## src/rtl/fifo_write_arbiter.sv

```systemverilog
// Round-robin arbiter for the single write port of the async FIFO.
// Lives in the FIFO write-clock domain; one grantee at a time streams
// bursts of up to MAX_BURST beats, stalling while the FIFO is full.

// Per-requester slice: decides whether this lane owns the write port and
// masks its valid/last/data so the top level can OR-reduce across lanes.
module fifo_write_arbiter_lane #(
    parameter int DATA_WIDTH = 31,
    parameter int ID_WIDTH   = 2,
    parameter int LANE_ID    = 0
) (
    input  logic [ID_WIDTH-1:0]   grant_id,
    input  logic                  in_burst,
    input  logic                  write_ok,
    input  logic                  valid,
    input  logic                  last,
    input  logic [DATA_WIDTH-1:0] data,
    output logic                  ready,
    output logic                  sel_valid,
    output logic                  sel_last,
    output logic [DATA_WIDTH-1:0] sel_data
);

    logic sel;

    // Only the current grantee, and only while a burst is open, is selected.
    assign sel       = in_burst && (grant_id == ID_WIDTH'(LANE_ID));
    assign sel_valid = sel & valid;
    assign sel_last  = sel & last;
    assign sel_data  = sel ? data : '0;
    // write_ok folds in fifo_full and reset so ready never fires into a full FIFO.
    assign ready     = sel_valid & write_ok;

endmodule

module fifo_write_arbiter #(
    parameter int DATA_WIDTH = 31,
    parameter int NUM_REQ    = 4,
    parameter int ID_WIDTH   = 2,
    parameter int MAX_BURST  = 4
) (
    input  logic                          clk,
    input  logic                          reset,
    input  logic [NUM_REQ-1:0]            req_valid,
    input  logic [NUM_REQ*DATA_WIDTH-1:0] req_data,
    input  logic [NUM_REQ-1:0]            req_last,
    output logic [NUM_REQ-1:0]            req_ready,
    input  logic                          fifo_full,
    output logic                          fifo_w_en,
    output logic [DATA_WIDTH-1:0]         fifo_w_data,
    output logic [ID_WIDTH-1:0]           grant_id,
    output logic                          busy,
    output logic [15:0]                   write_count
);

    // Parameter sanity, caught at elaboration.
    if (NUM_REQ < 2 || NUM_REQ > 16) begin : g_bad_num_req
        $error("fifo_write_arbiter: NUM_REQ must be 2..16");
    end
    if (ID_WIDTH < $clog2(NUM_REQ)) begin : g_bad_id_width
        $error("fifo_write_arbiter: ID_WIDTH too narrow for NUM_REQ");
    end
    if (MAX_BURST < 1 || MAX_BURST > 255) begin : g_bad_max_burst
        $error("fifo_write_arbiter: MAX_BURST must be 1..255");
    end

    typedef enum logic {
        IDLE  = 1'b0,
        BURST = 1'b1
    } state_t;

    localparam logic [7:0]          BEAT_LAST  = 8'(MAX_BURST - 1);
    localparam logic [ID_WIDTH-1:0] LAST_RESET = ID_WIDTH'(NUM_REQ - 1);

    state_t                              state, state_nxt;
    logic [ID_WIDTH-1:0]                 last_grant, last_nxt, grant_nxt;
    logic [7:0]                          beat_cnt, beat_nxt;

    logic [NUM_REQ-1:0][DATA_WIDTH-1:0]  data_arr;
    logic [NUM_REQ-1:0][DATA_WIDTH-1:0]  lane_data;
    logic [NUM_REQ-1:0]                  lane_valid;
    logic [NUM_REQ-1:0]                  lane_last;

    logic                                in_burst;
    logic                                write_ok;
    logic                                grant_valid;
    logic                                grant_last;
    logic                                acc;

    logic                                any_req;
    logic                                hi_any;
    logic [ID_WIDTH-1:0]                 hi_win, lo_win, winner;

    assign data_arr  = req_data;
    assign in_burst  = (state == BURST);
    // Reset suppresses the write in its own cycle, not just from the next one.
    assign write_ok  = ~fifo_full & ~reset;
    assign busy      = in_burst;

    for (genvar i = 0; i < NUM_REQ; i++) begin : g_lane
        fifo_write_arbiter_lane #(
            .DATA_WIDTH (DATA_WIDTH),
            .ID_WIDTH   (ID_WIDTH),
            .LANE_ID    (i)
        ) u_lane (
            .grant_id  (grant_id),
            .in_burst  (in_burst),
            .write_ok  (write_ok),
            .valid     (req_valid[i]),
            .last      (req_last[i]),
            .data      (data_arr[i]),
            .ready     (req_ready[i]),
            .sel_valid (lane_valid[i]),
            .sel_last  (lane_last[i]),
            .sel_data  (lane_data[i])
        );
    end

    assign grant_valid = |lane_valid;
    assign grant_last  = |lane_last;
    assign acc         = grant_valid & write_ok;
    assign fifo_w_en   = acc;

    // Write data mux: at most one lane is selected, the rest contribute zero.
    always_comb begin
        fifo_w_data = '0;
        for (int i = 0; i < NUM_REQ; i++) begin
            fifo_w_data = fifo_w_data | lane_data[i];
        end
    end

    // Round-robin pick: lowest requester above last_grant, else wrap to the
    // lowest requester overall. Descending scan leaves the lowest index.
    always_comb begin
        hi_any  = 1'b0;
        any_req = 1'b0;
        hi_win  = '0;
        lo_win  = '0;
        for (int i = NUM_REQ - 1; i >= 0; i--) begin
            if (req_valid[i]) begin
                any_req = 1'b1;
                lo_win  = ID_WIDTH'(i);
                if (ID_WIDTH'(i) > last_grant) begin
                    hi_any = 1'b1;
                    hi_win = ID_WIDTH'(i);
                end
            end
        end
        winner = hi_any ? hi_win : lo_win;
    end

    // Next-state: grant from IDLE, then count beats until last/limit/release.
    always_comb begin
        state_nxt = state;
        grant_nxt = grant_id;
        last_nxt  = last_grant;
        beat_nxt  = beat_cnt;
        case (state)
            IDLE: begin
                if (any_req) begin
                    state_nxt = BURST;
                    grant_nxt = winner;
                    last_nxt  = winner;
                    beat_nxt  = '0;
                end
            end
            BURST: begin
                // While full, everything holds and the burst resumes later.
                if (!fifo_full) begin
                    if (!grant_valid) begin
                        state_nxt = IDLE;
                    end else begin
                        beat_nxt = beat_cnt + 8'd1;
                        if (grant_last || beat_cnt == BEAT_LAST) begin
                            state_nxt = IDLE;
                        end
                    end
                end
            end
            default: state_nxt = IDLE;
        endcase
    end

    // State, grant bookkeeping and the accepted-beat counter.
    always_ff @(posedge clk) begin
        if (reset) begin
            state       <= IDLE;
            grant_id    <= '0;
            last_grant  <= LAST_RESET;
            beat_cnt    <= '0;
            write_count <= '0;
        end else begin
            state      <= state_nxt;
            grant_id   <= grant_nxt;
            last_grant <= last_nxt;
            beat_cnt   <= beat_nxt;
            if (acc) begin
                write_count <= write_count + 16'd1;
            end
        end
    end

endmodule

```

## config.mk

```make
export PLATFORM = sky130hd
export DESIGN_NAME = fifo_write_arbiter
export DESIGN_NICKNAME = d
export VERILOG_FILES = /design/src/rtl/fifo_write_arbiter.sv
export SDC_FILE = /design/constraint.sdc
export NUM_CORES = 1
export LEC_CHECK = 0
export ABC_AREA = 0
export CAP_MARGIN = 20
export CORE_MARGIN = 2
export CORE_UTILIZATION = 36
export DETAILED_ROUTE_END_ITERATION = 8
export GPL_ROUTABILITY_DRIVEN = 0
export PLACE_DENSITY = 0.78
export SETUP_SLACK_MARGIN = 0.4
export SYNTH_ARGS = -nofsm -noshare
export SYNTH_HDL_FRONTEND = slang
export SYNTH_HIERARCHICAL = 1
export SYNTH_SLANG_ARGS = --single-unit
```

## constraint.sdc

```tcl
create_clock -name clk -period 2.5 [get_ports clk]
set_input_delay 0.5 -clock clk [delete_from_list [all_inputs] [get_ports clk]]
set_output_delay 0.5 -clock clk [all_outputs]
set_load 0.005 [all_outputs]
```

==> run_results.csv <==
group,metric,value,unit
die,die-height,91.1,um
yosys,synth_seq_cells,29,
placement,dp.cells,644,
critical_path,path_cells,"and3b_2, buf_12, and2_1, or4_4, clkbuf_2",
final_layout,finish.instance_area,5140,um^2
detailed_routing,drt_first_pass_iters,4,
detailed_routing,wl,11200,um
die,die_x,91.1,um
critical_path,start_kind,"flop",
yosys,synthCells,347,
global_route,grt_overflow,0,
final_layout,n_antenna_cell,0,
clock_network,holdBufCountCts,0,
power,combinationalPowerShare,44.7,%
placement,post_dp_cell_area,4810,um^2
power,swShare,27.7,%
global_route,grt_pass1_wl,16900,um
yosys,synth_simple_gate_area_share,60.6,%
power,intPower,1.12,mW
detailed_routing,drc,0,
clock_network,path_clk_slew,0.06,ns
timing,fmax,0.412,GHz
global_route,grt_max_degree,30,
critical_path,worstPathArrival,1.93,ns
clock_network,clock-sinks,29,
power,ir_drop,0.358,mV
critical_path,slowest_delay,0.55,ns
yosys,synth-edff-count,0,
detailed_routing,via_per_inst,5.05,
power,clkPwrFrac,23.8,%
global_route,grt_pass1_vias,3299,
timing,relSlewSlack,74.0,%
hold_path,hold_path_class,"flop to flop",
yosys,synth_fa_ha_area_share,0.916,%
detailed_routing,wire_per_inst,16.7,um
clock_network,h-tree-depth,2,
die,fp.coreArea,7290,um^2
detailed_routing,final_antenna_net_count,0,
power,power.density,301,nW/um^2
yosys,ys.flop_type,"dfxtp_1",
final_layout,final_cell_mix,"clkdlybuf4s50_1, and2_1, and2_2",
yosys,synth_top_family_by_area,"simple AND/OR/NAND/NOR gates",
yosys,synthMuxAreaShare,0,%
final_layout,stdcell_count,671,
yosys,netlist_area,2730,um^2
clock_network,cts_buffer_depth,2,
timing,drv_slew,0,
power,p_seq_share,31.5,%
yosys,ys_seq_area_share,21.3,%
placement,dpl.hpwl,8380,um
timing,rsz0062_at_grt,"true",
placement,port_buffers,189,
die,start_util,37.5,%
yosys,synth_compound_area_share,7.88,%
yosys,synth_xor_xnor_area_share,3.85,%
final_layout,fin_nets,708,
timing,hold_violations,0,
yosys,yosysWarnings,6,
timing,tightest_slew,0.387,ns
timing,final-setup-viol-count,0,
timing,hold_slack,0.498,ns
yosys,async_flop_share,0,%
critical_path,cp_slowest_cell,"or4_4",
timing,setup_ws,0.0747,ns
die,die_area,8300,um^2
die,rows,31,
placement,post-place-ws,-0.304,ns
final_layout,syn2layout_area_growth,88.3,%
run,drv_cap,0,
clock_network,cts_made_buffers,5,
clock_network,clk_latency,0.28,ns
detailed_routing,first_iter_violations,95,
critical_path,path_max_fanout,29,
power,p_switching,0.429,mW
critical_path,required,2.00,ns
critical_path,critPathKind,"flop to output port",
global_route,grtUsageTotal,25.0,%
power,power_leakage,2.30,nW
yosys,syn_area_per_cell,7.87,um^2
clock_network,cts.root.buffer_cell,"clkbuf_8",
die,ios,190,
final_layout,layout_commonest_cell,"clkdlybuf4s50_1",
critical_path,worstSetupEndpointType,"output port",
detailed_routing,vias,3386,
power,total_power,1.55,mW
timing,final.min_clock_period,2.43,ns
final_layout,drive_gt1_share,28.5,%
timing,fin_crit_sh,97.0,%
global_route,antenna_found_initial,0,
outcome,outcome,"finished clean",
yosys,syn_nets,484,
yosys,synth_cell_type_count,50,
clock_network,tritoncts,"built",
timing,clock_skew,0.00777,ns
-- cell usage after synthesis (6+ instances only) --
cell | number | area, um^2
nand4_1 | 6 | 37.5
buf_6 | 9 | 101
and2_1 | 96 | 601
and2_2 | 38 | 285
dfxtp_1 | 29 | 581
nand3_1 | 8 | 40.0
nand2_1 | 16 | 60.1
a21oi_1 | 16 | 80.1
or4_1 | 34 | 255
xor2_1 | 10 | 87.6
nor2_1 | 15 | 56.3
-- final cells by class --
type	count	area, um^2
Tap cell	99	124
Fill cell	614	2150
Multi-Input combinational cell	300	2140
Clock buffer	6	72.6
Sequential cell	29	589
Timing Repair Buffer	233	2200
Clock inverter	2	10.0
Inverter	2	7.51
-- cells by family (layout without fill, tap and decap cells) --
logic type,count (synthesis),count (layout)
AO/OA/AOI/OAI,34,34
XOR/XNOR,12,12
adder cells (fa/ha/maj),2,2
buffers and inverters,19,243
flip-flops,29,29
AND/OR/NAND/NOR,251,252
-- path summary, 6_finish.rpt --
kind,start,endpoint,slack (ns),cells after the start
hold reg to reg,write_count[15],write_count[15],0.50,2
setup reg to reg,grant_id[1],write_count[6],0.35,9
setup / recovery,grant_id[1],fifo_w_data[3],0.07,5
hold / removal,write_count[15],write_count[15],0.50,2
-- registers in the layout (all words and copies together) (netlist names) --
register	count
write_count	16
beat_cnt	8
grant_id	2
last_grant	2
busy	1
-- critical path, delay by kind of cell (launching register included) --
kind	cells	cell delay [ns]
simple gates	3	0.96
flops	1	0.37
buf+inv	2	0.29
-- repair_timing --
item / in CTS / in global routing
buffers inserted: 11 / 3
pin swaps: 17 / 20
endpoints found under the setup margin: 58 / 56
resized for setup: 167 / 30
gates cloned: 3 / 2
-- power by group through the flow --
stage	Sequential, mW	Clock (mW)	Combinational (mW)
4_1_cts	0.487	0.375	0.661
2_1_floorplan	0.498	0	0.223
5_1_grt	0.491	0.397	0.740
3_3_place_gp	0.498	0	0.644
3_5_place_dp	0.499	0	0.653
6_report	0.488	0.369	0.692
-- through the flow --
stage	setup TNS, ns	util, %
2_1_floorplan	0	-
3_3_place_gp	-0.849	66.0
3_5_place_dp	-1.07	66.0
4_1_cts	0	68.3
5_1_grt	0	70.5
6_report	0	70.5
-- per-layer routing --
layer / share of wire (%) / GRT usage, % / routed length, um
met1: 41 / 28.6 / 4630
met2: 50 / 45.6 / 5630
met3: 6.8 / 6.89 / 766
met4: 1.8 / 6.57 / 206
met5: 0 / 0 / 0
Power figures use the tool's default switching activity.
==> patch 1 (same flow settings) <==
`DATA_WIDTH` is set to 31 in 2 places; all go to 39.
--- a/src/rtl/fifo_write_arbiter.sv
+++ b/src/rtl/fifo_write_arbiter.sv
@@ -5,7 +5,7 @@
 // Per-requester slice: decides whether this lane owns the write port and
 // masks its valid/last/data so the top level can OR-reduce across lanes.
 module fifo_write_arbiter_lane #(
-    parameter int DATA_WIDTH = 31,
+    parameter int DATA_WIDTH = 39,
     parameter int ID_WIDTH   = 2,
     parameter int LANE_ID    = 0
 ) (
@@ -34,7 +34,7 @@
 endmodule
 
 module fifo_write_arbiter #(
-    parameter int DATA_WIDTH = 31,
+    parameter int DATA_WIDTH = 39,
     parameter int NUM_REQ    = 4,
     parameter int ID_WIDTH   = 2,
     parameter int MAX_BURST  = 4
Interface: changed (resized fifo_w_data and req_data); port bits go from 190 to 230. The function was not compared with the original's and may differ.
==> patch 1 against the unedited design <==
Final cell count rose by 14%. Clock skew fell by 0.0035 ns. Worst setup slack got worse by 0.040 ns. Area after synthesis rose by 13%. Sequential cell count did not move. Total power rose by 23%. Largest power group unchanged. Critical path depth rose by 2. Wire length rose by 30%. Cell area rose by 20%.
==> patch 1: results (changes against the unedited design) <==
Fillers=604 (-1.6%); maximum VDD drop=0.2685 mV (-25%); cell count after synthesis=393 (+13%); Diodes inserted=0 (unchanged); worst r2r src=grant_id[0]$_SDFFE_PP0P_; cell depth of the worst hold path=2 (unchanged); Num CTS Buffers=5 (unchanged); Worst Skew=0.004262 ns (-0.003508 ns); Synth async-reset ratio=0% (unchanged); drt pass-1 iters=4 (unchanged); Synthesis Warnings=6 (unchanged); Worst-Margin Slew=0.4604 ns (+0.07362 ns); WL final=14,610 um (+30%); HPWL after DPL=10,030 um (+20%); nets=830 (+17%); post-synthesis sequential area ratio=18.81% (-2.4 points); Inst Count DP=729 (+13%); CP Data Arrival Time=1.97 ns (+0.04 ns); number of distinct library cells after synthesis=48 (-4.0%); initial DRC count=89 (-6.3%); syn_nets=562 (+16%); ranking of synthesized cells by area=and2_2 21%, dfxtp_1 19%, and2_1 16%; largest net degree at the start of global routing=33 (+10%); reg-to-reg critical path endpoint=beat_cnt[5]$_SDFFE_PP0P_; Worst-path clk slew=0.06 ns (about the same); first-pass GRT wire length=19,090 um (+13%); Max Root-Sink Buffers=2 (unchanged); Worst-Skew Late Latency=0.28 ns (about the same); initial antenna violation count=0 (unchanged); Top FF cell, synth=dfxtp_1; Leak Pwr=0.002772 uW (+21%); via count=4,025 (+19%); biggest regs=write_count (16), beat_cnt (8); r2r setup slk=0.24 ns (-0.11 ns); worst-path fanout max=7 (-76%); worst-case reg-to-reg path depth=7 (-2); Tot GR Track Use=26.36% (+1.3 points); outcome=finished, final reports clean; critical path class=flop to output pin; # port buffers=229 (+21%); CP Capture Point=fifo_w_data[36]; share of cells above drive strength 1=36.86% (+8.4 points); via count of the first global-routing pass=3,800 (+15%); H-tree depth=2 (unchanged); top cells by count, synth=85 x and2_2, 80 x and2_1, 40 x or4_1, 29 x dfxtp_1, 17 x nor2_1; HP Class=flop to flop; Avg Vias per Cell=5.248 (+4.0%); Root Buffer=clkbuf_8
[patch 1: changes by cell type after synthesis, sizes merged, moves of 2 or more]
cell	before	now
and2	134	165
clkbuf	5	7
or2	0	2
or4	35	42
[patch 1: cell families after synthesis]
kind of cell,after synthesis,share of synthesized area (%)
AO/OA/AOI/OAI,34,7.053
XOR/XNOR,12,3.405
adder cells (fa/ha/maj),2,0.8106
buffers and inverters,23,6.283
flip-flops,29,18.81
AND/OR/NAND/NOR,293,63.64
[patch 1: stage by stage]
stage	instance area (um2)	power [uW]	hold WS, ns	setup slack, ns	utilization, %
after floorplan	3104	768.4	0.4765	0.4100	-
after global placement	5568	1272	0.4747	-0.07619	67.42
after detailed placement	5568	1285	0.4795	-0.07816	67.42
after CTS	5675	1777	0.4919	-0.02801	68.73
after global routing	6176	1991	0.5429	-0.006932	74.79
final	6176	1903	0.4931	0.03498	74.79
[patch 1: worst min-delay path by stage]
| stage | start | endpoint | slack (ns) |
|---|---|---|---|
| global placement | write_count[13]$_SDFFE_PP0P_ | write_count[13]$_SDFFE_PP0P_ | 0.47 |
| global route | write_count[13]$_SDFFE_PP0P_ | write_count[13]$_SDFFE_PP0P_ | 0.54 |
| detailed placement | write_count[15]$_SDFFE_PP0P_ | write_count[15]$_SDFFE_PP0P_ | 0.48 |
| floorplan | write_count[13]$_SDFFE_PP0P_ | write_count[13]$_SDFFE_PP0P_ | 0.48 |
| finish | write_count[15]$_SDFFE_PP0P_ | write_count[15]$_SDFFE_PP0P_ | 0.49 |
| CTS | write_count[15]$_SDFFE_PP0P_ | write_count[15]$_SDFFE_PP0P_ | 0.49 |
[patch 1: where the power goes]
group / switching [uW] / internal [uW] / leakage [uW]
clock: 186 / 325 / 0.0000585
sequential: 14.2 / 474 / 0.000236
combinational: 301 / 604 / 0.00248
total: 501 / 1400 / 0.00277
[patch 1: what timing repair did]
item / in CTS / in global routing
gates cloned: 2 / 13
hold endpoints to repair: 0 / 0
buffers inserted: 10 / 5
pin swaps: 19 / 58
resized for setup: 187 / 87
setup endpoints to repair: 50 / 54
[patch 1: worst max-delay path, stage by stage, from the launching register on]
cell	delay [ns]
dfxtp_4	0.36
buf_4	0.11
nor3b_4	0.04
buf_6	0.14
clkbuf_16	0.16
and2_2	0.19
or4_1	0.52
buf_2	0.15
[patch 1: final cells by class]
class	instances	area, um2	share of cell area [%]
Clock inverter	1	30.03	0.4862
Multi-Input combinational cell	341	2520	40.80
Sequential cell	29	589.3	9.542
Timing Repair Buffer	281	2803	45.38
Tap cell	105	131.4	2.127
Inverter	3	16.27	0.2634
Clock buffer	7	86.33	1.398
[patch 1: metal layers]
layer  track usage (%)  routed length, um  up-vias
met5                 0                  0        -
met4             10.92                586        0
li1                  -                  -     1907
met3             6.362               1138       45
met1             27.44               5314     1905
met2             50.12               7568      168
==> patch 2 (same settings) <==
Without the edit above. One comparison of `beat_cnt` changes from == to >=.
--- a/src/rtl/fifo_write_arbiter.sv
+++ b/src/rtl/fifo_write_arbiter.sv
@@ -171,7 +171,7 @@
                         state_nxt = IDLE;
                     end else begin
                         beat_nxt = beat_cnt + 8'd1;
-                        if (grant_last || beat_cnt == BEAT_LAST) begin
+                        if (grant_last || beat_cnt >= BEAT_LAST) begin
                             state_nxt = IDLE;
                         end
                     end
Function: no difference found for any inputs over 4 cycles, from zero or initial values and one cycle with reset high; that may be too few to reach the edited logic, so the function may still have changed.
==> patch 2 against the unedited design <==
Worst hold slack worse by 0.018 ns. Worst setup slack worse by 0.0011 ns. Via count up 6.4%. First-iteration DRC count up 13%. Die area up 0.96%. Core utilization up 5.0 points. Total power up 9.6%. Sequential cell count unchanged. Area after synthesis up 1.0%. Cell area up 7.7%. Wire length up 14%. Critical path type unchanged. Critical endpoint is now fifo_w_data[23]. Largest power group unchanged.
==> patch 2: results (changes against the unedited design) <==
top cells by count, synth=94 x and2_1, 38 x and2_2, 35 x or4_1, 29 x dfxtp_1, 16 x nor2_1; post-synthesis sequential area ratio=21.04% (-0.21 points); initial DRC count=107 (+13%); Leak Pwr=0.002392 uW (+4.2%); via count=3,604 (+6.4%); Root Buffer=clkbuf_8; HPWL after DPL=8131 um (-2.9%); critical path class=flop to output pin; # port buffers=189 (unchanged); share of cells above drive strength 1=33.84% (+5.3 points); outcome=finished, final reports clean; nets=727 (+2.7%); worst-path fanout max=6 (-79%); initial antenna violation count=0 (unchanged); first-pass GRT wire length=19,150 um (+13%); Synth async-reset ratio=0% (unchanged); largest net degree at the start of global routing=32 (+6.7%); Placed Area=4790 um2 (-0.47%); Synthesis Warnings=6 (unchanged); drt pass-1 iters=5 (+1); Tot GR Track Use=28.73% (+3.7 points); ranking of synthesized cells by area=and2_1 21%, dfxtp_1 21%, and2_2 10%; maximum VDD drop=0.2695 mV (-25%); via count of the first global-routing pass=3,537 (+7.2%); Worst-Skew Late Latency=0.28 ns (about the same); Worst-Margin Slew=0.4009 ns (+0.01416 ns); number of distinct library cells after synthesis=45 (-10%); r2r setup slk=0.13 ns (-0.22 ns); worst-case reg-to-reg path depth=11 (+2); worst r2r src=grant_id[1]$_SDFFE_PP0P_; Num CTS Buffers=5 (unchanged); Top FF cell, synth=dfxtp_1; Worst Skew=0.005726 ns (-0.002043 ns); syn_nets=489 (+1.0%); reg-to-reg critical path endpoint=write_count[7]$_SDFFE_PP0P_; Routed WL per cell=18.46 um (+10%); biggest regs=write_count (16), beat_cnt (8); CP Capture Point=fifo_w_data[23]; Worst-path clk slew=0.06 ns (about the same); H-tree depth=2 (unchanged); HP Class=flop to flop; Max Root-Sink Buffers=2 (unchanged); cell depth of the worst hold path=2 (unchanged); internal power=1240 uW (+11%)
## patch 2: per-layer routing
metal	share of wire [%]	track usage, %	wire (um)
met1	40	33.40	5144
met2	50	50.18	6414
met3	7.0	8.216	896
met4	2.4	9.722	300
met5	0	0	0
## patch 2: area by class of cell
| class | instances | area [um2] |
|---|---|---|
| clock buffers | 7 | 96.34 |
| flip-flops and latches | 29 | 591.8 |
| fillers | 520 | 1793 |
| inverters | 7 | 31.28 |
| repair buffers | 243 | 2415 |
| clock inverters | 1 | 5.005 |
| well taps | 99 | 123.9 |
| multi-input cells | 304 | 2272 |
| diodes | 1 | 2.502 |
## patch 2: cells by family after synthesis
logic type      count (synthesis)  share of synthesized area, %
compound gates                 42                         9.343
buf+inv                        25                         6.712
xor+xnor                        9                         2.857
flops                          29                         21.04
fa+ha+maj                       2                        0.9069
simple gates                  245                         59.14
## patch 2: how the worst min path moves through the flow
stage | endpoint | slack (ns) | startpoint
2_1_floorplan | beat_cnt[7]$_SDFFE_PP0P_ | 0.46 | beat_cnt[7]$_SDFFE_PP0P_
3_3_place_gp | write_count[15]$_SDFFE_PP0P_ | 0.47 | write_count[15]$_SDFFE_PP0P_
3_5_place_dp | write_count[15]$_SDFFE_PP0P_ | 0.48 | write_count[15]$_SDFFE_PP0P_
4_1_cts | write_count[15]$_SDFFE_PP0P_ | 0.49 | write_count[15]$_SDFFE_PP0P_
5_1_grt | write_count[15]$_SDFFE_PP0P_ | 0.52 | write_count[15]$_SDFFE_PP0P_
6_report | write_count[15]$_SDFFE_PP0P_ | 0.48 | write_count[15]$_SDFFE_PP0P_
## patch 2: critical path, cell delays in order, from the launching register on
cell	delay [ns]
dfxtp_4	0.37
and3b_4	0.28
buf_12	0.16
and2_1	0.15
or4_4	0.54
buf_6	0.14
## patch 2: through the flow
step	cells	utilization, %	worst slack [ns]	setup TNS [ns]
detailed placement	641	65.34	-0.06406	-0.6865
global placement	641	65.34	-0.06104	-0.3383
finish	691	75.54	0.07363	0
CTS	684	71.48	0.1097	0
global route	690	75.51	0.04878	0
floorplan	352	-	0.4059	0
## patch 2: power groups by stage
stage                     clock, uW  sequential, uW  combinational (uW)
final                           429             488                 780
after floorplan                   0             496                 220
after global routing            446             490                 830
after CTS                       425             486                 692
after global placement            0             493                 628
after detailed placement          0             494                 635
## patch 2: repair_timing
item / CTS / global route
endpoints found under the setup margin: 49 / 58
cloned: 11 / 1
buffers inserted: 24 / 5
pin swaps: 54 / 33
gates resized for setup: 197 / 60
